$ cat config.mk
export PLATFORM = sky130hd
export DESIGN_NAME = alu_issue_unit
export DESIGN_NICKNAME = d
export VERILOG_FILES = /design/src/rtl/alu_issue_pkg.sv /design/src/rtl/alu_issue_fifo.sv /design/src/rtl/alu_issue_unit.sv
export SDC_FILE = /design/constraint.sdc
export NUM_CORES = 1
export LEC_CHECK = 0
export ABC_AREA = 1
export BUFFER_PORTS_ARGS = -buffer_cell sky130_fd_sc_hd__buf_2
export CORE_MARGIN = 2
export CORE_UTILIZATION = 50
export DETAILED_ROUTE_END_ITERATION = 10
export GPL_TIMING_DRIVEN = 0
export PLACE_DENSITY = 0.73
export SLEW_MARGIN = 20
export SYNTH_ARGS = -nofsm -noshare
export SYNTH_HDL_FRONTEND = slang
export SYNTH_SLANG_ARGS = --single-unit
$ cat constraint.sdc
create_clock -name clk -period 2.9 [get_ports clk]
set_clock_uncertainty 0.2 [all_clocks]
set_input_delay 0.29 -clock clk [delete_from_list [all_inputs] [get_ports clk]]
set_output_delay 0.29 -clock clk [all_outputs]
set_load 0.01 [all_outputs]
$ cat src/rtl/alu_issue_pkg.sv
// Shared widths, result-word layout, FSM state type and defaults for the
// ALU issue unit.
package alu_issue_pkg;

  localparam int OPC_W   = 4;
  localparam int OPND_W  = 8;
  localparam int INSTR_W = 20;
  localparam int RES_W   = 16;
  localparam int TAG_W   = 8;

  // Result word layout: {opcode, Y, C, V, N, Z}
  localparam int RES_OPC_LSB = 12;
  localparam int RES_Y_LSB   = 4;
  localparam int RES_C_BIT   = 3;
  localparam int RES_V_BIT   = 2;
  localparam int RES_N_BIT   = 1;
  localparam int RES_Z_BIT   = 0;

  localparam int DEFAULT_MAX_OP = 8;

  typedef enum logic {
    IDLE = 1'b0,
    WAIT = 1'b1
  } state_t;

  // Assemble one result word from the issued opcode and the sampled ALU outputs.
  function automatic logic [RES_W-1:0] pack_result(
    input logic [OPC_W-1:0]  opc,
    input logic [OPND_W-1:0] y,
    input logic              c,
    input logic              v,
    input logic              n,
    input logic              z
  );
    logic [RES_W-1:0] r;
    r = '0;
    r[RES_OPC_LSB +: OPC_W] = opc;
    r[RES_Y_LSB +: OPND_W]  = y;
    r[RES_C_BIT]            = c;
    r[RES_V_BIT]            = v;
    r[RES_N_BIT]            = n;
    r[RES_Z_BIT]            = z;
    return r;
  endfunction

endpackage

$ cat src/rtl/alu_issue_fifo.sv
// Synchronous FIFO, no fall-through: a pushed word is visible at the head
// from the cycle after the push. Pointers carry one extra wrap bit.
module alu_issue_fifo #(
  parameter int WIDTH = 16,
  parameter int DEPTH = 8
) (
  input  logic             clk,
  input  logic             rst,
  input  logic             i_push,
  input  logic [WIDTH-1:0] i_data,
  input  logic             i_pop,
  output logic [WIDTH-1:0] o_data,
  output logic             o_full,
  output logic             o_empty
);

  localparam int AW = $clog2(DEPTH);

  logic [WIDTH-1:0] r_mem [DEPTH];
  logic [AW:0]      r_wr_ptr;
  logic [AW:0]      r_rd_ptr;
  logic             w_do_push;
  logic             w_do_pop;

  assign o_empty   = (r_wr_ptr == r_rd_ptr);
  assign o_full    = (r_wr_ptr[AW] != r_rd_ptr[AW]) &&
                     (r_wr_ptr[AW-1:0] == r_rd_ptr[AW-1:0]);
  assign w_do_push = i_push && !o_full;
  assign w_do_pop  = i_pop && !o_empty;
  assign o_data    = r_mem[r_rd_ptr[AW-1:0]];

  // Pointer update; reset empties the FIFO.
  always_ff @(posedge clk or posedge rst) begin
    if (rst) begin
      r_wr_ptr <= '0;
      r_rd_ptr <= '0;
    end else begin
      if (w_do_push) r_wr_ptr <= r_wr_ptr + {{AW{1'b0}}, 1'b1};
      if (w_do_pop)  r_rd_ptr <= r_rd_ptr + {{AW{1'b0}}, 1'b1};
    end
  end

  // Storage write; contents need no reset since the pointers gate visibility.
  always_ff @(posedge clk) begin
    if (w_do_push) r_mem[r_wr_ptr[AW-1:0]] <= i_data;
  end

endmodule

$ cat src/rtl/alu_issue_unit.sv
// ALU instruction issue / result collection front end.
// Buffers host instructions, drives one at a time onto alu_instr, samples the
// ALU outputs after ALU_LAT cycles and queues {opcode, Y, C, V, N, Z}.
// Optional feature macro: ALU_ISSUE_TAG_EN adds an 8-bit sequence tag
// carried through both FIFOs and presented on out_tag.
module alu_issue_unit
  import alu_issue_pkg::*;
#(
  parameter int DEPTH   = 8,
  parameter int ALU_LAT = 1,
  parameter int MAX_OP  = DEFAULT_MAX_OP
) (
  input  logic               clk,
  input  logic               rst,
  input  logic               in_valid,
  output logic               in_ready,
  input  logic [INSTR_W-1:0] in_instr,
  output logic [INSTR_W-1:0] alu_instr,
  input  logic [OPND_W-1:0]  alu_y,
  input  logic               alu_c,
  input  logic               alu_v,
  input  logic               alu_n,
  input  logic               alu_z,
  output logic               out_valid,
  input  logic               out_ready,
  output logic [RES_W-1:0]   out_data,
`ifdef ALU_ISSUE_TAG_EN
  output logic [TAG_W-1:0]   out_tag,
`endif
  output logic               busy,
  output logic               err_opcode,
  output logic [7:0]         drop_cnt,
  input  logic               clr_err
);

`ifdef ALU_ISSUE_TAG_EN
  localparam int IF_W = INSTR_W + TAG_W;
  localparam int RF_W = RES_W + TAG_W;
`else
  localparam int IF_W = INSTR_W;
  localparam int RF_W = RES_W;
`endif

  localparam logic [1:0]  LAT_M1   = 2'(ALU_LAT - 1);
  localparam logic [31:0] MAX_OP_U = 32'(MAX_OP);

  logic [IF_W-1:0]    w_if_din, w_if_head;
  logic               w_if_full, w_if_empty, w_if_push, w_if_pop;
  logic [RF_W-1:0]    w_rf_din, w_rf_head;
  logic               w_rf_full, w_rf_empty, w_rf_push, w_rf_pop;
  logic [INSTR_W-1:0] w_head_instr;
  logic [RES_W-1:0]   w_result;
  logic               w_legal, w_issue, w_drop, w_capture;
  state_t             r_state, w_state_nxt;
  logic [1:0]         r_cnt;
  logic [INSTR_W-1:0] r_alu_instr;
  logic               r_err;
  logic [7:0]         r_drop_cnt;

  function automatic logic [7:0] sat_inc8(input logic [7:0] v);
    return (v == 8'hFF) ? 8'hFF : v + 8'd1;
  endfunction

  assign w_if_push    = in_valid && in_ready;
  assign w_rf_pop     = out_valid && out_ready;
  assign w_rf_push    = w_capture;
  assign w_head_instr = w_if_head[INSTR_W-1:0];
  assign w_legal      = ({28'd0, w_head_instr[INSTR_W-1 -: OPC_W]} <= MAX_OP_U);
  assign w_result     = pack_result(r_alu_instr[INSTR_W-1 -: OPC_W], alu_y,
                                    alu_c, alu_v, alu_n, alu_z);

`ifdef ALU_ISSUE_TAG_EN
  logic [TAG_W-1:0] r_tag_in;
  logic [TAG_W-1:0] r_tag_cur;

  assign w_if_din = {r_tag_in, in_instr};
  assign w_rf_din = {r_tag_cur, w_result};
  assign out_tag  = w_rf_head[RF_W-1 -: TAG_W];

  // Tag assigned at accept (drops included); in-flight tag latched at issue.
  always_ff @(posedge clk or posedge rst) begin
    if (rst) begin
      r_tag_in  <= '0;
      r_tag_cur <= '0;
    end else begin
      if (w_if_push) r_tag_in  <= r_tag_in + 8'd1;
      if (w_issue)   r_tag_cur <= w_if_head[IF_W-1 -: TAG_W];
    end
  end
`else
  assign w_if_din = in_instr;
  assign w_rf_din = w_result;
`endif

  alu_issue_fifo #(.WIDTH(IF_W), .DEPTH(DEPTH)) u_instr_fifo (
    .clk     (clk),
    .rst     (rst),
    .i_push  (w_if_push),
    .i_data  (w_if_din),
    .i_pop   (w_if_pop),
    .o_data  (w_if_head),
    .o_full  (w_if_full),
    .o_empty (w_if_empty)
  );

  alu_issue_fifo #(.WIDTH(RF_W), .DEPTH(DEPTH)) u_res_fifo (
    .clk     (clk),
    .rst     (rst),
    .i_push  (w_rf_push),
    .i_data  (w_rf_din),
    .i_pop   (w_rf_pop),
    .o_data  (w_rf_head),
    .o_full  (w_rf_full),
    .o_empty (w_rf_empty)
  );

  // FSM state register.
  always_ff @(posedge clk or posedge rst) begin
    if (rst) r_state <= IDLE;
    else     r_state <= w_state_nxt;
  end

  // Issue only when the result FIFO has room, so the capture can never block.
  always_comb begin
    w_state_nxt = r_state;
    w_if_pop    = 1'b0;
    w_issue     = 1'b0;
    w_drop      = 1'b0;
    w_capture   = 1'b0;
    case (r_state)
      IDLE: begin
        if (!w_if_empty && !w_rf_full) begin
          w_if_pop = 1'b1;
          if (w_legal) begin
            w_issue     = 1'b1;
            w_state_nxt = WAIT;
          end else begin
            w_drop = 1'b1;
          end
        end
      end
      WAIT: begin
        if (r_cnt == 2'd0) begin
          w_capture   = 1'b1;
          w_state_nxt = IDLE;
        end
      end
      default: w_state_nxt = IDLE;
    endcase
  end

  // ALU instruction register and settle counter.
  always_ff @(posedge clk or posedge rst) begin
    if (rst) begin
      r_alu_instr <= '0;
      r_cnt       <= 2'd0;
    end else if (w_issue) begin
      r_alu_instr <= w_head_instr;
      r_cnt       <= LAT_M1;
    end else if (r_state == WAIT && r_cnt != 2'd0) begin
      r_cnt <= r_cnt - 2'd1;
    end
  end

  // Sticky error and drop counter; a drop in the same cycle as clr_err wins.
  always_ff @(posedge clk or posedge rst) begin
    if (rst) begin
      r_err      <= 1'b0;
      r_drop_cnt <= 8'd0;
    end else if (w_drop) begin
      r_err      <= 1'b1;
      r_drop_cnt <= clr_err ? 8'd1 : sat_inc8(r_drop_cnt);
    end else if (clr_err) begin
      r_err      <= 1'b0;
      r_drop_cnt <= 8'd0;
    end
  end

  assign in_ready   = !w_if_full;
  assign out_valid  = !w_rf_empty;
  assign out_data   = w_rf_head[RES_W-1:0];
  assign alu_instr  = r_alu_instr;
  assign busy       = (r_state == WAIT);
  assign err_opcode = r_err;
  assign drop_cnt   = r_drop_cnt;

endmodule

==> impl_metrics.py <==
metrics = {
    "placement": {
        "dp_hpwl_um": 20600,
        "place.gp.congestion": 0.800,
        "dp_slack_ns": 0.0908,
        "portBuffers": 84,
        "place_area_mm2": 0.0147,
    },
    "critical_path": {
        "max_stage_delay_ns": 0.45,
        "path_max_fanout": 10,
        "crit_type": "reg2out",
        "crit_slowest_cell": "dfrtp_1",
        "crit_path_end_kind": "primary output",
        "cp_cell_sequence": "inv_1 > clkbuf_2 > clkbuf_4 > nor2_1 > o22ai_1 > nor2_1 > a31oi_1 > buf_2",
        "critPathLaunchType": "flip-flop",
        "cp.arrival_ns": 2.32,
        "cp.required_ns": 2.41,
        "critPathBufInv": 4,
        "cpLargestDelayFamily": "buffers and inverters",
        "path_common_cell": "nor2_1",
    },
    "sta": {
        "hold_viol": 0,
        "post-route-period-util_pct": 96.8,
        "drv_slew": 0,
        "setup_viol": 0,
        "fmax_mhz": 356,
        "period_needed_ns": 2.81,
        "fin_ws_ns": 0.0918,
        "fin_hold_ws_ns": 0.137,
        "maxSlewHeadroom_pct": 31.7,
        "rsz0062_at_grt": "true",
        "tightest_slew_ns": 1.02,
    },
    "grt": {
        "grt_pass1_wl_um": 50900,
        "grt_util_all_layers_pct": 23.1,
        "antenna_found_initial": 0,
        "grt_pass1_vias": 9344,
        "overflow": 0,
        "grt_max_degree": 35,
    },
    "finish": {
        "syn_to_final_growth_pct": 19.3,
        "drive_above_1_share_pct": 16.8,
        "stdcell_area_mm2": 0.0163,
        "fin_nets": 1348,
        "antennaDiodeCount": 0,
    },
    "logic_synthesis": {
        "yosysSeqAreaShare_pct": 71.9,
        "syn_nets": 1181,
        "synth_area_leaders": "edfxtp_1 63%, dfrtp_1 8.8%, nand2_1 5.2%",
        "async_flop_share_pct": 14.3,
        "synth_edf_count": 288,
        "yosys_warnings": 0,
        "syn-instance-count": 1138,
        "ys.flop_type": "edfxtp_1",
        "yosysTopAreaCell": "edfxtp_1",
        "synthesis.area_mm2": 0.0137,
        "ys_types": 32,
        "netlist.area_leader.share_pct": 63.2,
        "ys_seq_elements": 336,
        "synth_common_cells": "288 x edfxtp_1, 191 x nand2_1, 180 x nor2_1, 105 x o21ai_0, 51 x nand3_1",
        "synth_area_per_cell_um2": 12.0,
        "yosysMostFrequentCell": "edfxtp_1",
    },
    "floorplan": {
        "core_mm2": 0.0270,
        "initial_core_util_pct": 50.8,
        "core.rowCount": 60,
        "chipWidth_um": 169,
        "io_pins": 85,
        "die_y_um": 169,
        "dieArea_mm2": 0.0287,
    },
    "cts": {
        "ctsLongestPathBuffers": 3,
        "cts_tree": "done",
        "cts_inserted_buffers": 36,
        "clk_pin_slew_ns": 0.06,
        "htreeDepth": 2,
        "root_buffer": "clkbuf_16",
        "postCtsSetupBuffers": 0,
        "clk_latency_ns": 0.52,
        "cts_sinks": 336,
    },
    "min_path": {
        "hp-class": "in2async",
    },
    "route": {
        "wl_met3_um": 2470,
        "routedWlPerCell_um": 19.6,
        "ant_nets": 0,
        "highest_layer": "met4",
        "dr.first_iter.drc_count": 1101,
        "viasPerCell": 5.60,
        "wl_met2_um": 16600,
        "drc": 0,
        "first_pass_iters": 7,
        "wl_met1_um": 12700,
        "vias": 9363,
        "drt_wl_total_um": 32700,
    },
    "power": {
        "p_leak_uw": 0.00623,
        "p_per_area_mw_per_mm2": 1120,
        "peakVddDrop_mv": 0.637,
    },
    "job": {
        "cap_violations": 0,
    },
    "run_status": {
        "status": "completed",
    },
}
worst reg2reg max path, cell delays in order (launching register included):
cell	delay, ns
dfrtp_1	0.37
buf_2	0.18
xnor2_1	0.14
nand3_1	0.10
inv_1	0.06
nand2_1	0.10
nand3_1	0.24
or2_2	0.41
nor2_2	0.37
buf_8	0.22
where the power goes:
part           total, uW  leakage (uW)  switching (uW)  internal (uW)
sequential          6730       0.00321             436           6290
clock               4640      0.000574            1810           2830
combinational       7010       0.00244            4760           2250
placed cells by master (no fill, tap or decap), types with 11 or more instances in the layout:
master / instances
clkbuf_1: 18
clkbuf_2: 11
inv_1: 45
nand3_1: 51
xor2_1: 16
clkbuf_16: 36
buf_2: 100
o21ai_0: 105
edfxtp_1: 288
buf_4: 12
nor2_1: 166
o22ai_1: 32
a31oi_1: 17
nand2_1: 190
a21oi_1: 39
dfrtp_1: 48
dlygate4sd3_1: 36
o31ai_1: 16
nand4_1: 11
state kept, by name, summed over array words and instances, names as in the netlist:
register,flops
u_instr_fifo.r_rd_ptr,4
r_cnt,2
u_instr_fifo.r_mem,160
u_instr_fifo.r_wr_ptr,4
u_res_fifo.r_rd_ptr,4
u_res_fifo.r_wr_ptr,4
busy,1
u_res_fifo.r_mem,128
drop_cnt,8
err_opcode,1
alu_instr,20
what timing repair did:
action,CTS,global route
gates resized for setup,11,17
setup endpoints to repair,16,9
pin swaps,0,0
endpoints found under the hold margin,314,0
hold buffers,36,0
cloned,0,0
routing by layer:
layer / track usage (%) / vias up
li1: - / 4357
met1: 29.0 / 4518
met2: 40.6 / 416
met3: 3.75 / 72
met4: 8.66 / 0
met5: 0 / -
area by class of cell:
class / count / area, um2
fill: 2002 / 10600
sequential: 336 / 9850
multi-input combinational: 691 / 3400
clock buffer: 43 / 927
timing repair buffer: 129 / 906
tap: 341 / 427
buffer: 63 / 377
clock inverter: 21 / 270
inverter: 48 / 180
logic make-up after synthesis:
| group | after synthesis | share of synthesized area (%) |
|---|---|---|
| buffers and inverters | 111 | 3.87 |
| and+or+nand+nor | 453 | 13.8 |
| adders and majority gates | 6 | 0.548 |
| DFF | 336 | 71.9 |
| AOI/OAI and AO/OA | 211 | 8.47 |
| xor gates and xnor gates | 21 | 1.34 |
worst paths after layout:
| kind | startpoint | endpoint | slack [ns] | depth (start not counted) |
|---|---|---|---|---|
| min in group clk | alu_instr[3] | alu_instr[3] | 0.27 | 2 |
| max in group asynchronous | rst | u_instr_fifo.r_wr_ptr[1] | 1.86 | 4 |
| worst min-delay path | rst | alu_instr[3] | 0.14 | 3 |
| worst max register to register | u_res_fifo.r_rd_ptr[1] | u_res_fifo.r_mem[4][10] | 0.20 | 9 |
| worst min register to register | alu_instr[3] | alu_instr[3] | 0.27 | 2 |
| worst max-delay path | u_res_fifo.r_rd_ptr[0] | out_data[12] | 0.09 | 8 |
metrics by stage:
step / setup TNS (ns) / power [uW] / utilization, % / instances
after floorplan: 0 / 11200 / - / 1138
after global placement: -126.45 / 13300 / 54.0 / 1563
after detailed placement: 0 / 13700 / 54.7 / 1572
after CTS: 0 / 18400 / 60.6 / 1672
after global routing: -0.0195 / 19400 / 60.6 / 1672
final: 0 / 18400 / 60.6 / 1672
Note: power is estimated with default switching activity, not from simulation.
